`src/rtl/organ_note_scheduler.sv`:
```
// rtl/organ_note_scheduler.sv - selects the organ divider count from the manual keyboard or the auto scale player
module organ_note_scheduler #(
    parameter int unsigned NOTE_TICKS = 25_000_000,
    parameter int unsigned GAP_TICKS  = 2_500_000
) (
    input  logic        inclk,
    input  logic        Reset,
    input  logic        manual_en,
    input  logic [2:0]  manual_note,
    input  logic        manual_gate,
    input  logic        start,
    input  logic        stop,
    input  logic        loop_en,
    output logic [31:0] div_clk_count,
    output logic        tone_en,
    output logic [2:0]  note_idx,
    output logic        busy,
    output logic        note_strobe
);
    typedef enum logic [1:0] {IDLE, NOTE, GAP, MANUAL} state_t;

    localparam logic [31:0] NOTE_LAST   = 32'(NOTE_TICKS - 1);
    localparam logic [31:0] GAP_LAST    = 32'(GAP_TICKS - 1);
    localparam logic [31:0] RESET_COUNT = 32'd47800;

    // floor(50 MHz / (2 * f)) - 1 for the C5..C6 major scale
    function automatic logic [31:0] note_count(input logic [2:0] idx);
        case (idx)
            3'd0:    note_count = 32'd47800;
            3'd1:    note_count = 32'd42588;
            3'd2:    note_count = 32'd37935;
            3'd3:    note_count = 32'd35815;
            3'd4:    note_count = 32'd31927;
            3'd5:    note_count = 32'd28408;
            3'd6:    note_count = 32'd25328;
            default: note_count = 32'd23899;
        endcase
    endfunction

    state_t      state_q, state_d;
    logic [31:0] timer_q, timer_d;
    logic [2:0]  pos_q, pos_d;
    logic [2:0]  idx_q, idx_d;
    logic        tone_q, tone_d;
    logic        busy_q, busy_d;
    logic [31:0] div_q, div_d;
    logic        strobe_q, strobe_d;
    logic        note_done, gap_done;

    assign note_done = (state_q == NOTE) && (timer_q == NOTE_LAST);
    assign gap_done  = (state_q == GAP) && (timer_q == GAP_LAST);

    always_comb begin
        state_d = state_q;
        timer_d = timer_q + 32'd1;
        pos_d   = pos_q;
        idx_d   = idx_q;
        tone_d  = tone_q;
        busy_d  = busy_q;
        if (manual_en) begin
            // the entry edge only aborts the sequence; keys are followed from the next edge
            state_d = MANUAL;
            timer_d = 32'd0;
            pos_d   = 3'd0;
            busy_d  = 1'b0;
            if (state_q == MANUAL) begin
                idx_d  = manual_note;
                tone_d = manual_gate;
            end else begin
                tone_d = 1'b0;
            end
        end else begin
            case (state_q)
                IDLE: begin
                    timer_d = 32'd0;
                    tone_d  = 1'b0;
                    busy_d  = 1'b0;
                    if (start && !stop) begin
                        state_d = NOTE;
                        pos_d   = 3'd0;
                        idx_d   = 3'd0;
                        tone_d  = 1'b1;
                        busy_d  = 1'b1;
                    end
                end
                NOTE, GAP: begin
                    if (stop) begin
                        state_d = IDLE;
                        timer_d = 32'd0;
                        pos_d   = 3'd0;
                        tone_d  = 1'b0;
                        busy_d  = 1'b0;
                    end else if (note_done && GAP_TICKS != 0) begin
                        state_d = GAP;
                        timer_d = 32'd0;
                        tone_d  = 1'b0;
                    end else if (note_done || gap_done) begin
                        timer_d = 32'd0;
                        if (pos_q != 3'd7) begin
                            state_d = NOTE;
                            pos_d   = pos_q + 3'd1;
                            idx_d   = pos_q + 3'd1;
                            tone_d  = 1'b1;
                        end else if (loop_en) begin
                            state_d = NOTE;
                            pos_d   = 3'd0;
                            idx_d   = 3'd0;
                            tone_d  = 1'b1;
                        end else begin
                            state_d = IDLE;
                            pos_d   = 3'd0;
                            tone_d  = 1'b0;
                            busy_d  = 1'b0;
                        end
                    end
                end
                default: begin
                    state_d = IDLE;
                    timer_d = 32'd0;
                    tone_d  = 1'b0;
                    busy_d  = 1'b0;
                end
            endcase
        end
        div_d    = note_count(idx_d);
        strobe_d = (div_d != div_q);
    end

    always_ff @(posedge inclk) begin
        if (Reset) begin
            state_q  <= IDLE;
            timer_q  <= 32'd0;
            pos_q    <= 3'd0;
            idx_q    <= 3'd0;
            tone_q   <= 1'b0;
            busy_q   <= 1'b0;
            div_q    <= RESET_COUNT;
            strobe_q <= (div_q != RESET_COUNT);
        end else begin
            state_q  <= state_d;
            timer_q  <= timer_d;
            pos_q    <= pos_d;
            idx_q    <= idx_d;
            tone_q   <= tone_d;
            busy_q   <= busy_d;
            div_q    <= div_d;
            strobe_q <= strobe_d;
        end
    end

    assign div_clk_count = div_q;
    assign tone_en       = tone_q;
    assign note_idx      = idx_q;
    assign busy          = busy_q;
    assign note_strobe   = strobe_q;
endmodule

```
`config.mk`:
```
export PLATFORM = sky130hd
export DESIGN_NAME = organ_note_scheduler
export DESIGN_NICKNAME = d
export VERILOG_FILES = /design/src/rtl/organ_note_scheduler.sv
export SDC_FILE = /design/constraint.sdc
export NUM_CORES = 1
export LEC_CHECK = 0
export ABC_AREA = 1
export ABC_CLOCK_PERIOD_IN_PS = 5700
export CORE_MARGIN = 1
export CORE_UTILIZATION = 45
export DETAILED_ROUTE_END_ITERATION = 16
export GPL_TIMING_DRIVEN = 0
export PLACE_DENSITY = 0.77
export SLEW_MARGIN = 5
export SYNTH_ARGS = -nofsm -noshare
export SYNTH_HDL_FRONTEND = slang
export SYNTH_SLANG_ARGS = --single-unit
```
`constraint.sdc`:
```
create_clock -name inclk -period 5.7 [get_ports inclk]
set_input_delay 1.14 -clock inclk [delete_from_list [all_inputs] [get_ports inclk]]
set_output_delay 1.14 -clock inclk [all_outputs]
set_load 0.02 [all_outputs]
```
==> flow_metrics.tcl <==
set metrics [dict create \
    status "completed" \
    final.setup.worst_slack_ns 2.47 \
    grt_use_met2 0.344 \
    via_count_of_the_first_global_routing_pass 3049 \
    ratio_of_routed_vias_to_standard_cells 4.87 \
    floorplan.initialDensity 0.473 \
    numCtsBuffers 9 \
    first_pass_iters 4 \
    grt.met3_usage 0.0609 \
    placementRows 31 \
    synth.top_cells.by_area "sky130_fd_sc_hd__dfxtp_1 34%, sky130_fd_sc_hd__nand2_1 12%, sky130_fd_sc_hd__inv_1 7.4%" \
    chipWidth_um 89.8 \
    timing.critical_path.fanout_max 10 \
    post_cts_hold_fix_bufs 0 \
    maximum_clock_path_buffer_count 2 \
    finalHoldViolations 0 \
    detail_route.wirelength_mm 7.75 \
    worst-endpoint-required_ns 5.94 \
    timing.hold.ws_ns 0.441 \
    power_per_standard_cell_area_nw_per_um2 251 \
    final.period_utilization 0.567 \
    timing.final.setup_violations 0 \
    dpl.hpwl_mm 5.97 \
    clock-skew-final_ns 0.0120 \
    die_area_um2 8060 \
    postLayoutCellArea_um2 4130 \
    hold_path.class "flip-flop to flip-flop" \
    route.antenna.remaining_nets 0 \
    yosys.area.top_type "sky130_fd_sc_hd__dfxtp_1" \
    totalNegativeSetupSlack_ns 0 \
    period_minus_slack_ns 3.23 \
    slew_viol_final 0 \
    grt_max_degree 12 \
    dpl_cell_area_um2 3950 \
    post_cts_resized 0 \
    cp.arrival_ns 3.47 \
    place.gp.congestion 0.879 \
    place_worst_setup_slack_ns 2.15 \
    synth-seq-area-share 0.335 \
    grt_antenna_before_repair 0 \
    cts_htree_levels 3 \
    postSynthAreaPerCell_um2 6.81 \
    syn-cell-area_um2 3470 \
    area_delta_synth_final_pct 19.1 \
    leakage_nw 1.74 \
    drv.max_cap_violation_count 0 \
    wire_length_of_the_first_global_routing_pass_mm 13.1 \
    gr-total-overflow 0 \
    worst_slew_margin_rel 0.553 \
    rsz0062_at_grt "false" \
    synth_top_area_frac 0.335 \
    ys.warnings.count 0 \
    detailedRoute.firstIterationViolations 150 \
    drcViolationCount 0 \
    crit_type "input pin to flip-flop" \
    fin_nets 583 \
    synthesis.instances 509 \
    clock_latency_at_the_later_pin_of_the_worst_skew_pair_ns 0.34 \
    postLayoutCoreUtil 0.563 \
    postCtsSetupBuffers 0 \
    route.vias.total 3258 \
    buffer_ports.inserted 30 \
    n_fill_cell 674 \
    clock.fmax_mhz 310 \
    clockRootBuffer "sky130_fd_sc_hd__clkbuf_8" \
    tritoncts "done" \
    synthDistinctLibCells 37 \
    clock_sink_count 58 \
    vdd_drop_max_uv 172 \
    worst_slew_pin_slew_ns 0.663 \
    average_routed_wire_per_standard_cell_um 11.6 \
    ioPinCount 48 \
    n_antenna_cell 0 \
    timing.critical_path.to_type "flip-flop" \
    core-area_um2 7330 \
    grtUsageTotal 0.199 \
    cts.clk_slew.worst_paths_ns 0.07 \
    met1_global_route_usage 0.239 \
    die_y_um 89.8 \
    worstSetupStartpointType "input pin" \
    synth_seq_cells 58 \
    share_of_cells_above_drive_strength_1 0.142 \
    busiest_layer "met2" \
]
[critical path: stages]
cell,delay [ns]
sky130_fd_sc_hd__clkdlybuf4s50_1,0.71
sky130_fd_sc_hd__clkinv_1,0.38
sky130_fd_sc_hd__nand2_1,0.31
sky130_fd_sc_hd__nor2_1,0.09
sky130_fd_sc_hd__inv_1,0.14
sky130_fd_sc_hd__clkbuf_1,0.47
sky130_fd_sc_hd__a21oi_1,0.10
sky130_fd_sc_hd__o21a_1,0.13
[synth_stat cells, drive strengths merged]
| cell | number |
|---|---|
| a211oi | 3 |
| a21boi | 2 |
| a21oi | 34 |
| a31oi | 3 |
| buf | 17 |
| clkbuf | 5 |
| clkinv | 1 |
| conb | 1 |
| dfxtp | 58 |
| ha | 8 |
| inv | 76 |
| nand2 | 123 |
| nand3 | 36 |
| nand3b | 5 |
| nand4 | 11 |
| nor2 | 67 |
| nor3 | 16 |
| nor3b | 6 |
| nor4 | 8 |
| o21a | 5 |
| o21ai | 16 |
| o31ai | 1 |
| or2 | 2 |
| xnor2 | 2 |
| xor2 | 3 |
[cell type report]
class	instances	area, um^2	share of cell area
plain buffers	22	146	0.0355
clock buffers	10	138	0.0334
clock inverters	6	42.5	0.0103
inverters	77	289	0.0700
multi-input cells	367	1930	0.467
flip-flops and latches	58	1160	0.281
well taps	99	124	0.0300
repair buffers	30	300	0.0728
[final timing paths]
path / slack [ns] / end / start / cells past startpoint
min: 0.44 / timer_q[0] / timer_q[0] / 1
min reg2reg: 0.44 / timer_q[0] / timer_q[0] / 1
max reg2reg: 3.03 / note_strobe / state_q[0] / 20
max: 2.47 / timer_q[29] / Reset / 8
[flip-flops by register name, summed over array words and instances (netlist names)]
| name | count |
|---|---|
| div_clk_count | 15 |
| state_q | 2 |
| busy | 1 |
| timer_q | 32 |
| tone_en | 1 |
| pos_q | 3 |
| note_strobe | 1 |
| note_idx | 3 |
[power breakdown]
| group | internal (mW) | leakage (nW) | switching [mW] |
|---|---|---|---|
| combinational | 0.0986 | 1.20 | 0.154 |
| clock | 0.168 | 0.0765 | 0.174 |
| sequential | 0.426 | 0.471 | 0.0162 |
[stage by stage]
step	power (mW)	cells
2_1_floorplan	0.625	524
3_3_place_gp	0.696	653
3_5_place_dp	0.701	653
4_1_cts	1.04	669
5_1_grt	1.09	669
6_report	1.04	669
[layer usage]
layer  vias up  part of all wire
met5         -                 0
met4         0            0.0076
met3         9             0.052
met2        83              0.47
met1      1447              0.47
li1       1719                 -
[kinds of logic after synthesis]
| family | count (synthesis) | synth area share |
|---|---|---|
| other | 1 | 0.00108 |
| DFF | 58 | 0.335 |
| buffers and inverters | 99 | 0.126 |
| AOI/OAI and AO/OA | 64 | 0.108 |
| adders and majority gates | 8 | 0.0289 |
| xor gates and xnor gates | 5 | 0.0126 |
| and+or+nand+nor | 274 | 0.389 |
[cell usage in the layout, fill, tap and decap left out, drive strengths merged, types with 8 or more instances in the layout]
cell type      count
a21oi             34
buf               17
clkbuf            15
clkdlybuf4s50     30
conb              16
dfxtp             58
ha                 8
inv               76
nand2            123
nand3             36
nand4             11
nor2              67
nor3              16
nor4               8
o21ai             16
No activity file was read; power rests on OpenSTA's default activity.
